## src/rtl/alu_share_arbiter.sv

```systemverilog
`default_nettype none
// +----------------------------------------------------------------------------+
// | Module  : alu_share_arbiter                                                |
// | Brief   : Round-robin sharing of one ALU datapath between two requesters.  |
// | Revision: 1.0 - initial release                                            |
// +----------------------------------------------------------------------------+
module alu_share_arbiter #(
  parameter int EXEC_CYCLES = 1,
  parameter int WIDTH       = 32
) (
  input  logic             clock,
  input  logic             resetN,
  input  logic             req0Valid,
  output logic             req0Ready,
  input  logic [1:0]       req0AluOp,
  input  logic [31:0]      req0Instruction,
  input  logic [WIDTH-1:0] req0OperandA,
  input  logic [WIDTH-1:0] req0OperandB,
  input  logic             req1Valid,
  output logic             req1Ready,
  input  logic [1:0]       req1AluOp,
  input  logic [31:0]      req1Instruction,
  input  logic [WIDTH-1:0] req1OperandA,
  input  logic [WIDTH-1:0] req1OperandB,
  output logic             resp0Valid,
  output logic             resp1Valid,
  input  logic             resp0Ready,
  input  logic             resp1Ready,
  output logic [WIDTH-1:0] respResult,
  output logic             respOverflow,
  output logic [1:0]       dpAluOp,
  output logic [31:0]      dpInstruction,
  output logic [WIDTH-1:0] dpMuxOutA,
  output logic [WIDTH-1:0] dpMuxOutB,
  input  logic [WIDTH-1:0] dpAluOut,
  input  logic             dpOverflow,
  output logic             busy
);

  typedef enum logic [1:0] {
    IDLE = 2'd0,
    EXEC = 2'd1,
    RESP = 2'd2
  } state_t;

  localparam logic [3:0] C_CNT_LOAD = 4'(EXEC_CYCLES - 1);

  state_t           state_q,    state_d;
  logic             rr_ptr_q,   rr_ptr_d;
  logic             grant_q,    grant_d;
  logic [3:0]       cnt_q,      cnt_d;
  logic [1:0]       alu_op_q,   alu_op_d;
  logic [31:0]      instr_q,    instr_d;
  logic [WIDTH-1:0] opa_q,      opa_d;
  logic [WIDTH-1:0] opb_q,      opb_d;
  logic [WIDTH-1:0] result_q,   result_d;
  logic             ovf_q,      ovf_d;

  logic w_any_req;
  logic w_win_id;
  logic w_accept;
  logic w_resp_taken;

  // rr_ptr_q names the requester that wins a tie: the one not granted last.
  assign w_any_req    = req0Valid | req1Valid;
  assign w_win_id     = (req0Valid & req1Valid) ? rr_ptr_q : req1Valid;
  assign req0Ready    = (state_q == IDLE) & w_any_req & ~w_win_id;
  assign req1Ready    = (state_q == IDLE) & w_any_req & w_win_id;
  assign w_accept     = req0Ready | req1Ready;
  assign w_resp_taken = grant_q ? resp1Ready : resp0Ready;

  always_comb begin
    state_d  = state_q;
    rr_ptr_d = rr_ptr_q;
    grant_d  = grant_q;
    cnt_d    = cnt_q;
    alu_op_d = alu_op_q;
    instr_d  = instr_q;
    opa_d    = opa_q;
    opb_d    = opb_q;
    result_d = result_q;
    ovf_d    = ovf_q;
    case (state_q)
      IDLE: begin
        if (w_accept) begin
          alu_op_d = w_win_id ? req1AluOp       : req0AluOp;
          instr_d  = w_win_id ? req1Instruction : req0Instruction;
          opa_d    = w_win_id ? req1OperandA    : req0OperandA;
          opb_d    = w_win_id ? req1OperandB    : req0OperandB;
          grant_d  = w_win_id;
          rr_ptr_d = ~w_win_id;
          cnt_d    = C_CNT_LOAD;
          state_d  = EXEC;
        end
      end
      EXEC: begin
        if (cnt_q != 4'd0) begin
          cnt_d = cnt_q - 4'd1;
        end else begin
          result_d = dpAluOut;
          ovf_d    = dpOverflow;
          state_d  = RESP;
        end
      end
      RESP: begin
        if (w_resp_taken) begin
          state_d = IDLE;
        end
      end
      default: state_d = IDLE;
    endcase
  end

  always_ff @(posedge clock or negedge resetN) begin
    if (!resetN) begin
      state_q  <= IDLE;
      rr_ptr_q <= 1'b0;
      grant_q  <= 1'b0;
      cnt_q    <= 4'd0;
      alu_op_q <= 2'd0;
      instr_q  <= 32'd0;
      opa_q    <= '0;
      opb_q    <= '0;
      result_q <= '0;
      ovf_q    <= 1'b0;
    end else begin
      state_q  <= state_d;
      rr_ptr_q <= rr_ptr_d;
      grant_q  <= grant_d;
      cnt_q    <= cnt_d;
      alu_op_q <= alu_op_d;
      instr_q  <= instr_d;
      opa_q    <= opa_d;
      opb_q    <= opb_d;
      result_q <= result_d;
      ovf_q    <= ovf_d;
    end
  end

  assign resp0Valid    = (state_q == RESP) & ~grant_q;
  assign resp1Valid    = (state_q == RESP) & grant_q;
  assign respResult    = result_q;
  assign respOverflow  = ovf_q;
  assign dpAluOp       = alu_op_q;
  assign dpInstruction = instr_q;
  assign dpMuxOutA     = opa_q;
  assign dpMuxOutB     = opb_q;
  assign busy          = (state_q != IDLE);

endmodule
`default_nettype wire

```

## config.mk

```make
export PLATFORM = sky130hd
export DESIGN_NAME = alu_share_arbiter
export DESIGN_NICKNAME = d
export VERILOG_FILES = /design/src/rtl/alu_share_arbiter.sv
export SDC_FILE = /design/constraint.sdc
export NUM_CORES = 1
export LEC_CHECK = 0
export BUFFER_PORTS_ARGS = -buffer_cell sky130_fd_sc_hd__buf_2
export CAP_MARGIN = 40
export CELL_PAD_IN_SITES_DETAIL_PLACEMENT = 0
export CELL_PAD_IN_SITES_GLOBAL_PLACEMENT = 1
export CORE_AREA = 4 4 142 144
export CTS_BUF_LIST = sky130_fd_sc_hd__clkbuf_4 sky130_fd_sc_hd__clkbuf_8 sky130_fd_sc_hd__clkbuf_16
export DETAILED_ROUTE_END_ITERATION = 8
export DIE_AREA = 0 0 146 148
export PLACE_DENSITY_LB_ADDON = 0.05
export SYNTH_ARGS = -nofsm -noshare
export SYNTH_HDL_FRONTEND = slang
export SYNTH_SLANG_ARGS = --single-unit
export TNS_END_PERCENT = 50
```

## constraint.sdc

```tcl
create_clock -name clock -period 3.65 [get_ports clock]
set_clock_uncertainty 0.05 [all_clocks]
set_input_delay 0.365 -clock clock [delete_from_list [all_inputs] [get_ports clock]]
set_output_delay 0.365 -clock clock [all_outputs]
set_load 0.03 [all_outputs]
```

==> results of run 1 <==
## metrics by stage
stage                      util  setup WS (ns)  hold WS [ns]
final                     0.471           1.04         0.123
after global routing      0.471          0.902         0.105
after global placement    0.438           1.47         0.417
after floorplan               -           1.91        0.0194
after detailed placement  0.439           1.45         0.427
after CTS                 0.471           1.01         0.102
## report_power, final
group | total (mW) | switching [mW] | internal (mW) | leakage, nW
combinational | 4.68 | 2.88 | 1.79 | 2.52
clock | 1.71 | 0.699 | 1.02 | 0.269
sequential | 2.70 | 0.397 | 2.30 | 1.70
total | 9.09 | 3.98 | 5.11 | 4.49
## worst max-delay path, delay by kind of cell (launching register included)
kind          cells  cell delay (ns)
buf+inv           2             0.66
simple gates      2             0.65
flops             1             0.45
## how the worst max path moves through the flow
stage,endpoint
2_1_floorplan,respResult[10]$_DFFE_PN0P_
3_3_place_gp,respResult[0]$_DFFE_PN0P_
3_5_place_dp,dpMuxOutA[7]$_DFFE_PN0P_
4_1_cts,req1Ready
5_1_grt,req1Ready
6_report,req1Ready
## cells in the final DEF (no fill, tap or decap), types with 2 or more instances in the layout
cell type	Yosys	final
sky130_fd_sc_hd__a21boi_0	100	100
sky130_fd_sc_hd__dfrtp_1	139	139
sky130_fd_sc_hd__inv_1	4	4
sky130_fd_sc_hd__nand2_1	3	3
sky130_fd_sc_hd__buf_12	3	5
sky130_fd_sc_hd__nor3_1	2	2
sky130_fd_sc_hd__o21ai_0	3	3
sky130_fd_sc_hd__and3_4	0	2
sky130_fd_sc_hd__inv_6	0	3
sky130_fd_sc_hd__clkinv_2	0	3
sky130_fd_sc_hd__nor2_1	4	3
sky130_fd_sc_hd__buf_2	3	369
sky130_fd_sc_hd__clkbuf_16	0	17
sky130_fd_sc_hd__clkinvlp_4	0	6
sky130_fd_sc_hd__ha_1	2	2
sky130_fd_sc_hd__buf_4	0	2
sky130_fd_sc_hd__nand2b_1	4	4
sky130_fd_sc_hd__bufinv_16	0	2
sky130_fd_sc_hd__or2_2	1	2
sky130_fd_sc_hd__a221o_1	98	98
sky130_fd_sc_hd__mux2_4	29	29
sky130_fd_sc_hd__mux2_2	5	5
sky130_fd_sc_hd__a21o_1	2	2
## cell type report
cell class,count,area [sq um],share of cell area
clock buffers,18,433,0.0492
clock inverters,14,146,0.0166
diodes,1,2.50,0.000284
multi-input cells,265,2460,0.279
flip-flops and latches,139,3480,0.395
well taps,234,293,0.0332
repair buffers,378,1980,0.225
inverters,4,15.0,0.00170
## cell families after synthesis
kind of cell    after synthesis
compound gates              206
flops                       139
buf+inv                      52
mux                          34
simple gates                 23
fa+ha+maj                     2
## state kept, by name, summed over array words and instances, names as in the netlist
signal	flops
respOverflow	1
rr_ptr_q	1
respResult	32
dpMuxOutA	32
dpMuxOutB	32
cnt_q	4
dpInstruction	32
dpAluOp	2
grant_q	1
state_q	2
## layer usage
metal	wire [um]	vias up	global-route usage
li1	-	2498	-
met1	8830	2726	0.234
met2	11200	243	0.348
met3	1740	28	0.0693
met4	373	2	0.0522
met5	7	-	0
## what timing repair did
item / in CTS / in global routing
endpoints found under the hold margin: 34 / 0
hold buffers: 1 / 0
setup buffers: 0 / 0
==> impl_metrics.xml, run 1 <==
<?xml version="1.0" encoding="UTF-8"?>
<metrics>
  <group name="outcome">
    <metric name="status" unit="">complete, no violations</metric>
  </group>
  <group name="worst_setup_path">
    <metric name="data_required_time_at_the_worst_endpoint" unit="ns">3.23</metric>
    <metric name="critical-path-max-stage-delay" unit="ns">0.54</metric>
    <metric name="regToRegStartpoint" unit="">state_q[1]$_DFFE_PN0P_</metric>
    <metric name="critical_path_arrival" unit="ns">2.19</metric>
    <metric name="worst_setup_path_start_kind" unit="">flop</metric>
    <metric name="crit_path_end_kind" unit="">primary output</metric>
    <metric name="crit_path_cell_trace" unit="">nor2_4 &gt; buf_4 &gt; and3_4 &gt; buf_2</metric>
    <metric name="cp_slowest_cell" unit="">sky130_fd_sc_hd__and3_4</metric>
    <metric name="critPathMaxFanout" unit="">42</metric>
    <metric name="timing.reg2reg.worst_path_depth" unit="">5</metric>
    <metric name="crit-reg2reg-capture" unit="">dpMuxOutA[1]$_DFFE_PN0P_</metric>
    <metric name="worstSetupStartpoint" unit="">state_q[1]$_DFFE_PN0P_</metric>
    <metric name="setup.worst_path.class" unit="">flop to primary output</metric>
    <metric name="regToRegSetupSlack" unit="ns">1.42</metric>
  </group>
  <group name="logic_synthesis">
    <metric name="synth_cells" unit="">456</metric>
    <metric name="synth_top_family_by_area" unit="">compound AO/OA/AOI/OAI gates</metric>
    <metric name="sequential_cell_area_fraction_in_the_yosys_report" unit="">0.564</metric>
    <metric name="number_of_flops_mapped_to_enable_cells_by_yosys" unit="">0</metric>
    <metric name="synth_compound_area_frac" unit="">0.290</metric>
    <metric name="synth.largest_area_cell" unit="">sky130_fd_sc_hd__dfrtp_1</metric>
    <metric name="proportion_of_synthesized_area_in_mux_cells" unit="">0.0797</metric>
    <metric name="mapped_cell_area" unit="sq um">6170</metric>
    <metric name="synth_fa_ha_area_frac" unit="">0.00405</metric>
    <metric name="synthesis.area_per_instance" unit="sq um">13.5</metric>
    <metric name="synth_simple_gate_area_share" unit="">0.0217</metric>
    <metric name="synth.top_cells.by_area" unit="">sky130_fd_sc_hd__dfrtp_1, sky130_fd_sc_hd__a221o_1, sky130_fd_sc_hd__a21boi_0, sky130_fd_sc_hd__mux2_4, sky130_fd_sc_hd__clkbuf_1</metric>
    <metric name="ys_warn_count" unit="">0</metric>
    <metric name="synth-async-reset-ratio" unit="">1.00</metric>
    <metric name="synthDistinctLibCells" unit="">30</metric>
    <metric name="yosys.area.top_type_share" unit="">0.564</metric>
    <metric name="synth_most_common_cell" unit="">sky130_fd_sc_hd__dfrtp_1</metric>
    <metric name="synth_xor_xnor_area_share" unit="">0</metric>
    <metric name="synthTopCellsByCount" unit="">sky130_fd_sc_hd__dfrtp_1, sky130_fd_sc_hd__a21boi_0, sky130_fd_sc_hd__a221o_1</metric>
    <metric name="synth_top_flop_cell" unit="">sky130_fd_sc_hd__dfrtp_1</metric>
    <metric name="postSynthRegisterBits" unit="">139</metric>
    <metric name="synthesis.nets" unit="">693</metric>
  </group>
  <group name="grt">
    <metric name="antenna_found_initial" unit="">2</metric>
    <metric name="grt_pass1_wl" unit="um">33700</metric>
    <metric name="first_global_vias" unit="">5884</metric>
    <metric name="pin_count_of_the_biggest_net_entering_global_routing" unit="">84</metric>
    <metric name="global_route.usage.total" unit="">0.199</metric>
    <metric name="global_route.overflow_total" unit="">0</metric>
  </group>
  <group name="floorplanning">
    <metric name="starting_density" unit="">0.330</metric>
    <metric name="die-area" unit="sq um">21600</metric>
    <metric name="fp.dieW" unit="um">146</metric>
    <metric name="floorplan.rows" unit="">50</metric>
    <metric name="number_of_primary_i_o_pins" unit="">371</metric>
    <metric name="fp.coreArea" unit="sq um">18700</metric>
    <metric name="fp.dieH" unit="um">148</metric>
  </group>
  <group name="sta">
    <metric name="timing.slew.headroom" unit="">0.464</metric>
    <metric name="post-route-period-util" unit="">0.715</metric>
    <metric name="rsz_0062_raised_after_global_routing" unit="">no</metric>
    <metric name="final_hold_vio_count" unit="">0</metric>
    <metric name="final_slew_viol_count" unit="">0</metric>
    <metric name="finalCriticalPeriod" unit="ns">2.61</metric>
    <metric name="setup-violations-final" unit="">0</metric>
    <metric name="totalNegativeSetupSlack" unit="ns">0</metric>
    <metric name="slew_at_the_pin_closest_to_its_max_slew_limit" unit="ns">0.805</metric>
    <metric name="fmax" unit="MHz">383</metric>
  </group>
  <group name="power_and_ir_drop">
    <metric name="total_power" unit="mW">9.09</metric>
    <metric name="power.static_leakage" unit="nW">4.49</metric>
    <metric name="vdd.ir_drop.worst" unit="V">0.000391</metric>
    <metric name="power.density" unit="nW/um^2">1030</metric>
  </group>
  <group name="cts">
    <metric name="clock-root-buffer" unit="">sky130_fd_sc_hd__clkbuf_16</metric>
    <metric name="clk_transition_reported_paths" unit="ns">0.06</metric>
    <metric name="clock_sink_count" unit="">139</metric>
    <metric name="clockBufferDepth" unit="">2</metric>
    <metric name="htreeDepth" unit="">4</metric>
    <metric name="tritoncts" unit="">built</metric>
    <metric name="cts_made_buffers" unit="">17</metric>
    <metric name="clock_insertion_delay_worst_skew" unit="ns">0.41</metric>
    <metric name="post_cts_resized" unit="">0</metric>
  </group>
  <group name="place">
    <metric name="dp.cells" unit="">1019</metric>
    <metric name="finalWeightedCongestion" unit="">0.762</metric>
    <metric name="placed_cell_area" unit="sq um">8220</metric>
    <metric name="port_buffers" unit="">370</metric>
    <metric name="dp_hpwl" unit="um">15800</metric>
  </group>
  <group name="final_layout">
    <metric name="stdcell_count" unit="">1053</metric>
    <metric name="post_route_cell_area" unit="sq um">8810</metric>
    <metric name="post_route_cells_drive_above_1_share" unit="">0.549</metric>
    <metric name="fin_nets" unit="">1042</metric>
    <metric name="syn_to_final_growth" unit="%">42.7</metric>
    <metric name="layout.filler_cells" unit="">1714</metric>
  </group>
  <group name="hold_path">
    <metric name="hold_path_depth" unit="">2</metric>
    <metric name="hold_path_startpoint" unit="">dpAluOut[11]</metric>
    <metric name="hold-path-endpoint" unit="">respResult[11]$_DFFE_PN0P_</metric>
    <metric name="worst_hold_path_type" unit="">input pin to flop</metric>
  </group>
  <group name="drt">
    <metric name="drtIter0Drc" unit="">238</metric>
    <metric name="detail_route.wl_per_cell" unit="um">21.1</metric>
    <metric name="drc" unit="">0</metric>
    <metric name="route.final.wire_length" unit="um">22200</metric>
    <metric name="route.detailed.vias_per_inst" unit="">5.22</metric>
    <metric name="final_antenna_net_count" unit="">0</metric>
    <metric name="drt_pass1_iterations" unit="">4</metric>
    <metric name="routed-via-count" unit="">5497</metric>
  </group>
  <group name="job">
    <metric name="drv_cap" unit="">0</metric>
  </group>
</metrics>
Note: power is estimated with default switching activity, not from simulation.
==> inputs of run 2 (changes only) <==
--- a/config.mk
+++ b/config.mk
@@ -9,10 +9,10 @@
 export CAP_MARGIN = 40
 export CELL_PAD_IN_SITES_DETAIL_PLACEMENT = 0
 export CELL_PAD_IN_SITES_GLOBAL_PLACEMENT = 1
-export CORE_AREA = 4 4 142 144
+export CORE_MARGIN = 4
+export CORE_UTILIZATION = 33
 export CTS_BUF_LIST = sky130_fd_sc_hd__clkbuf_4 sky130_fd_sc_hd__clkbuf_8 sky130_fd_sc_hd__clkbuf_16
 export DETAILED_ROUTE_END_ITERATION = 8
-export DIE_AREA = 0 0 146 148
 export PLACE_DENSITY_LB_ADDON = 0.05
 export SYNTH_ARGS = -nofsm -noshare
 export SYNTH_HDL_FRONTEND = slang
==> constraint.sdc (replaced) <==
create_clock -name clock -period 2.5 [get_ports clock]
set_clock_uncertainty 0.05 [all_clocks]
set_input_delay 0.25 -clock clock [delete_from_list [all_inputs] [get_ports clock]]
set_output_delay 0.25 -clock clock [all_outputs]
set_load 0.03 [all_outputs]
==> run 2 against run 1 <==
Against the previous run: clock power increased by 60%; sequential share of layout area decreased by 7.1 points; worst setup slack got worse by 0.90 ns; combinational power increased by 73%; cell area increased by 22%; sequential power increased by 45%; die area decreased by 3.0%; power increased by 62%; register-to-register slack got worse by 1.3 ns; critical path type is now flop to flop.
==> impl_metrics.xml, run 2 (synthesis gave the netlist of run 1 again) <==
<?xml version="1.0" encoding="UTF-8"?>
<metrics>
  <group name="worst_setup_path">
    <metric name="critical_path_arrival" unit="ns">2.66</metric>
    <metric name="critical-path-max-stage-delay" unit="ns">0.56</metric>
    <metric name="worst_setup_path_start_kind" unit="">flop</metric>
    <metric name="regToRegStartpoint" unit="">state_q[0]$_DFFE_PN0P_</metric>
    <metric name="crit_path_cell_trace" unit="">nor2_4 &gt; and3_4 &gt; buf_12 &gt; a221o_1 &gt; dlygate4sd3_1</metric>
    <metric name="cpLargestDelayFamily" unit="">buffers and inverters</metric>
    <metric name="cp_slowest_cell" unit="">sky130_fd_sc_hd__dlygate4sd3_1</metric>
    <metric name="worstSetupStartpoint" unit="">state_q[0]$_DFFE_PN0P_</metric>
    <metric name="setup.worst_path.class" unit="">flop to flop</metric>
    <metric name="critical_path_buf_inv_count" unit="">2</metric>
    <metric name="data_required_time_at_the_worst_endpoint" unit="ns">2.81</metric>
    <metric name="crit_path_end_kind" unit="">flop</metric>
    <metric name="critPathMaxFanout" unit="">51</metric>
  </group>
  <group name="grt">
    <metric name="global_route.usage.total" unit="">0.219</metric>
    <metric name="global_route.overflow_total" unit="">0</metric>
    <metric name="antenna_found_initial" unit="">5</metric>
    <metric name="grt_pass1_wl" unit="um">35900</metric>
    <metric name="first_global_vias" unit="">6848</metric>
    <metric name="pin_count_of_the_biggest_net_entering_global_routing" unit="">68</metric>
  </group>
  <group name="sta">
    <metric name="fmax" unit="MHz">425</metric>
    <metric name="finalCriticalPeriod" unit="ns">2.36</metric>
    <metric name="totalNegativeSetupSlack" unit="ns">0</metric>
    <metric name="timing.hold.ws" unit="ns">0.0127</metric>
    <metric name="final_slew_viol_count" unit="">0</metric>
    <metric name="timing.slew.headroom" unit="">0.562</metric>
    <metric name="rsz_0062_raised_after_global_routing" unit="">no</metric>
    <metric name="setup-violations-final" unit="">0</metric>
    <metric name="slew_at_the_pin_closest_to_its_max_slew_limit" unit="ns">0.657</metric>
    <metric name="post-route-period-util" unit="">0.942</metric>
    <metric name="final_hold_vio_count" unit="">0</metric>
    <metric name="setup_slack" unit="ns">0.144</metric>
  </group>
  <group name="final_layout">
    <metric name="layout.cells.most_common_list" unit="">sky130_fd_sc_hd__buf_2, sky130_fd_sc_hd__dlygate4sd3_1, sky130_fd_sc_hd__dfrtp_1</metric>
    <metric name="layout_commonest_cell" unit="">sky130_fd_sc_hd__buf_2</metric>
    <metric name="fin_nets" unit="">1232</metric>
    <metric name="post_route_cells_drive_above_1_share" unit="">0.451</metric>
    <metric name="post_route_cell_area" unit="sq um">10700</metric>
    <metric name="syn_to_final_growth" unit="%">74.1</metric>
  </group>
  <group name="floorplanning">
    <metric name="fp.coreArea" unit="sq um">18200</metric>
    <metric name="die-area" unit="sq um">21000</metric>
    <metric name="floorplan.rows" unit="">49</metric>
    <metric name="number_of_primary_i_o_pins" unit="">371</metric>
    <metric name="fp.dieW" unit="um">145</metric>
    <metric name="fp.dieH" unit="um">145</metric>
    <metric name="starting_density" unit="">0.339</metric>
  </group>
  <group name="cts">
    <metric name="clock_insertion_delay_worst_skew" unit="ns">0.42</metric>
    <metric name="clock_sink_count" unit="">139</metric>
    <metric name="clk_transition_reported_paths" unit="ns">0.06</metric>
    <metric name="clock-root-buffer" unit="">sky130_fd_sc_hd__clkbuf_16</metric>
    <metric name="cts_made_buffers" unit="">17</metric>
    <metric name="htreeDepth" unit="">4</metric>
    <metric name="clockBufferDepth" unit="">2</metric>
    <metric name="tritoncts" unit="">built</metric>
    <metric name="cts.repair_timing.setup_buffer_count" unit="">0</metric>
  </group>
  <group name="drt">
    <metric name="detail_route.wl_per_cell" unit="um">19.2</metric>
    <metric name="routed-via-count" unit="">6310</metric>
    <metric name="drtIter0Drc" unit="">333</metric>
    <metric name="final_antenna_net_count" unit="">0</metric>
    <metric name="route.detailed.vias_per_inst" unit="">5.08</metric>
    <metric name="drc" unit="">0</metric>
    <metric name="drt_pass1_iterations" unit="">4</metric>
    <metric name="route.final.wire_length" unit="um">23900</metric>
  </group>
  <group name="place">
    <metric name="dp_hpwl" unit="um">15800</metric>
    <metric name="placed_cell_area" unit="sq um">8230</metric>
    <metric name="finalWeightedCongestion" unit="">0.767</metric>
    <metric name="placement.setup.worst_slack" unit="ns">0.394</metric>
    <metric name="port_buffers" unit="">370</metric>
  </group>
  <group name="power_and_ir_drop">
    <metric name="power.density" unit="nW/um^2">1370</metric>
    <metric name="power.static_leakage" unit="nW">5.38</metric>
    <metric name="vdd.ir_drop.worst" unit="V">0.000582</metric>
  </group>
  <group name="job">
    <metric name="drv_cap" unit="">0</metric>
  </group>
  <group name="hold_path">
    <metric name="hold_path_startpoint" unit="">req1OperandA[6]</metric>
    <metric name="worst_hold_path_type" unit="">input pin to flop</metric>
  </group>
  <group name="outcome">
    <metric name="status" unit="">complete, no violations</metric>
  </group>
</metrics>
[run 2: final timing paths]
path,cells past startpoint,end,slack [ns]
min in group asynchronous,2,respResult[25]$_DFFE_PN0P_,0.33
worst max-delay path,5,dpMuxOutA[13]$_DFFE_PN0P_,0.14
worst min register to register,1,respResult[27]$_DFFE_PN0P_,0.45
worst min-delay path,2,dpMuxOutA[6]$_DFFE_PN0P_,0.01
worst max register to register,5,dpMuxOutA[13]$_DFFE_PN0P_,0.14
max in group asynchronous,3,respOverflow$_DFFE_PN0P_,1.28
[run 2: through the flow]
stage / util / cells / power (mW)
2_1_floorplan: - / 456 / 8.80
3_3_place_gp: 0.452 / 1019 / 10.8
3_5_place_dp: 0.452 / 1019 / 10.8
4_1_cts: 0.589 / 1236 / 14.8
5_1_grt: 0.590 / 1240 / 15.6
6_report: 0.590 / 1242 / 14.8
[run 2: cell type report]
| cell class | instances | area [sq um] |
|---|---|---|
| fill | 1507 | 7470 |
| timing repair buffer | 567 | 3850 |
| sequential | 139 | 3480 |
| multi-input combinational | 266 | 2460 |
| clock buffer | 18 | 439 |
| tap | 229 | 287 |
| clock inverter | 14 | 194 |
| inverter | 4 | 15.0 |
| antenna | 5 | 12.5 |
[run 2: timing repair]
item / in CTS / in global routing
hold buffers: 185 / 0
endpoints found under the setup margin: 0 / 35
resized for setup: 0 / 1
hold endpoints to repair: 178 / 0
[run 2: metal layers]
| metal | wire, um | GRT usage | up-vias |
|---|---|---|---|
| li1 | - | - | 2890 |
| met1 | 9130 | 0.245 | 3085 |
| met2 | 12000 | 0.384 | 275 |
| met3 | 1890 | 0.0690 | 56 |
| met4 | 828 | 0.0923 | 4 |
| met5 | 22 | 0 | - |
[run 2: report_power, final]
group / internal (mW) / switching, mW
logic: 3.63 / 4.47
registers: 3.36 / 0.562
clock network: 1.70 / 1.03
total: 8.69 / 6.07
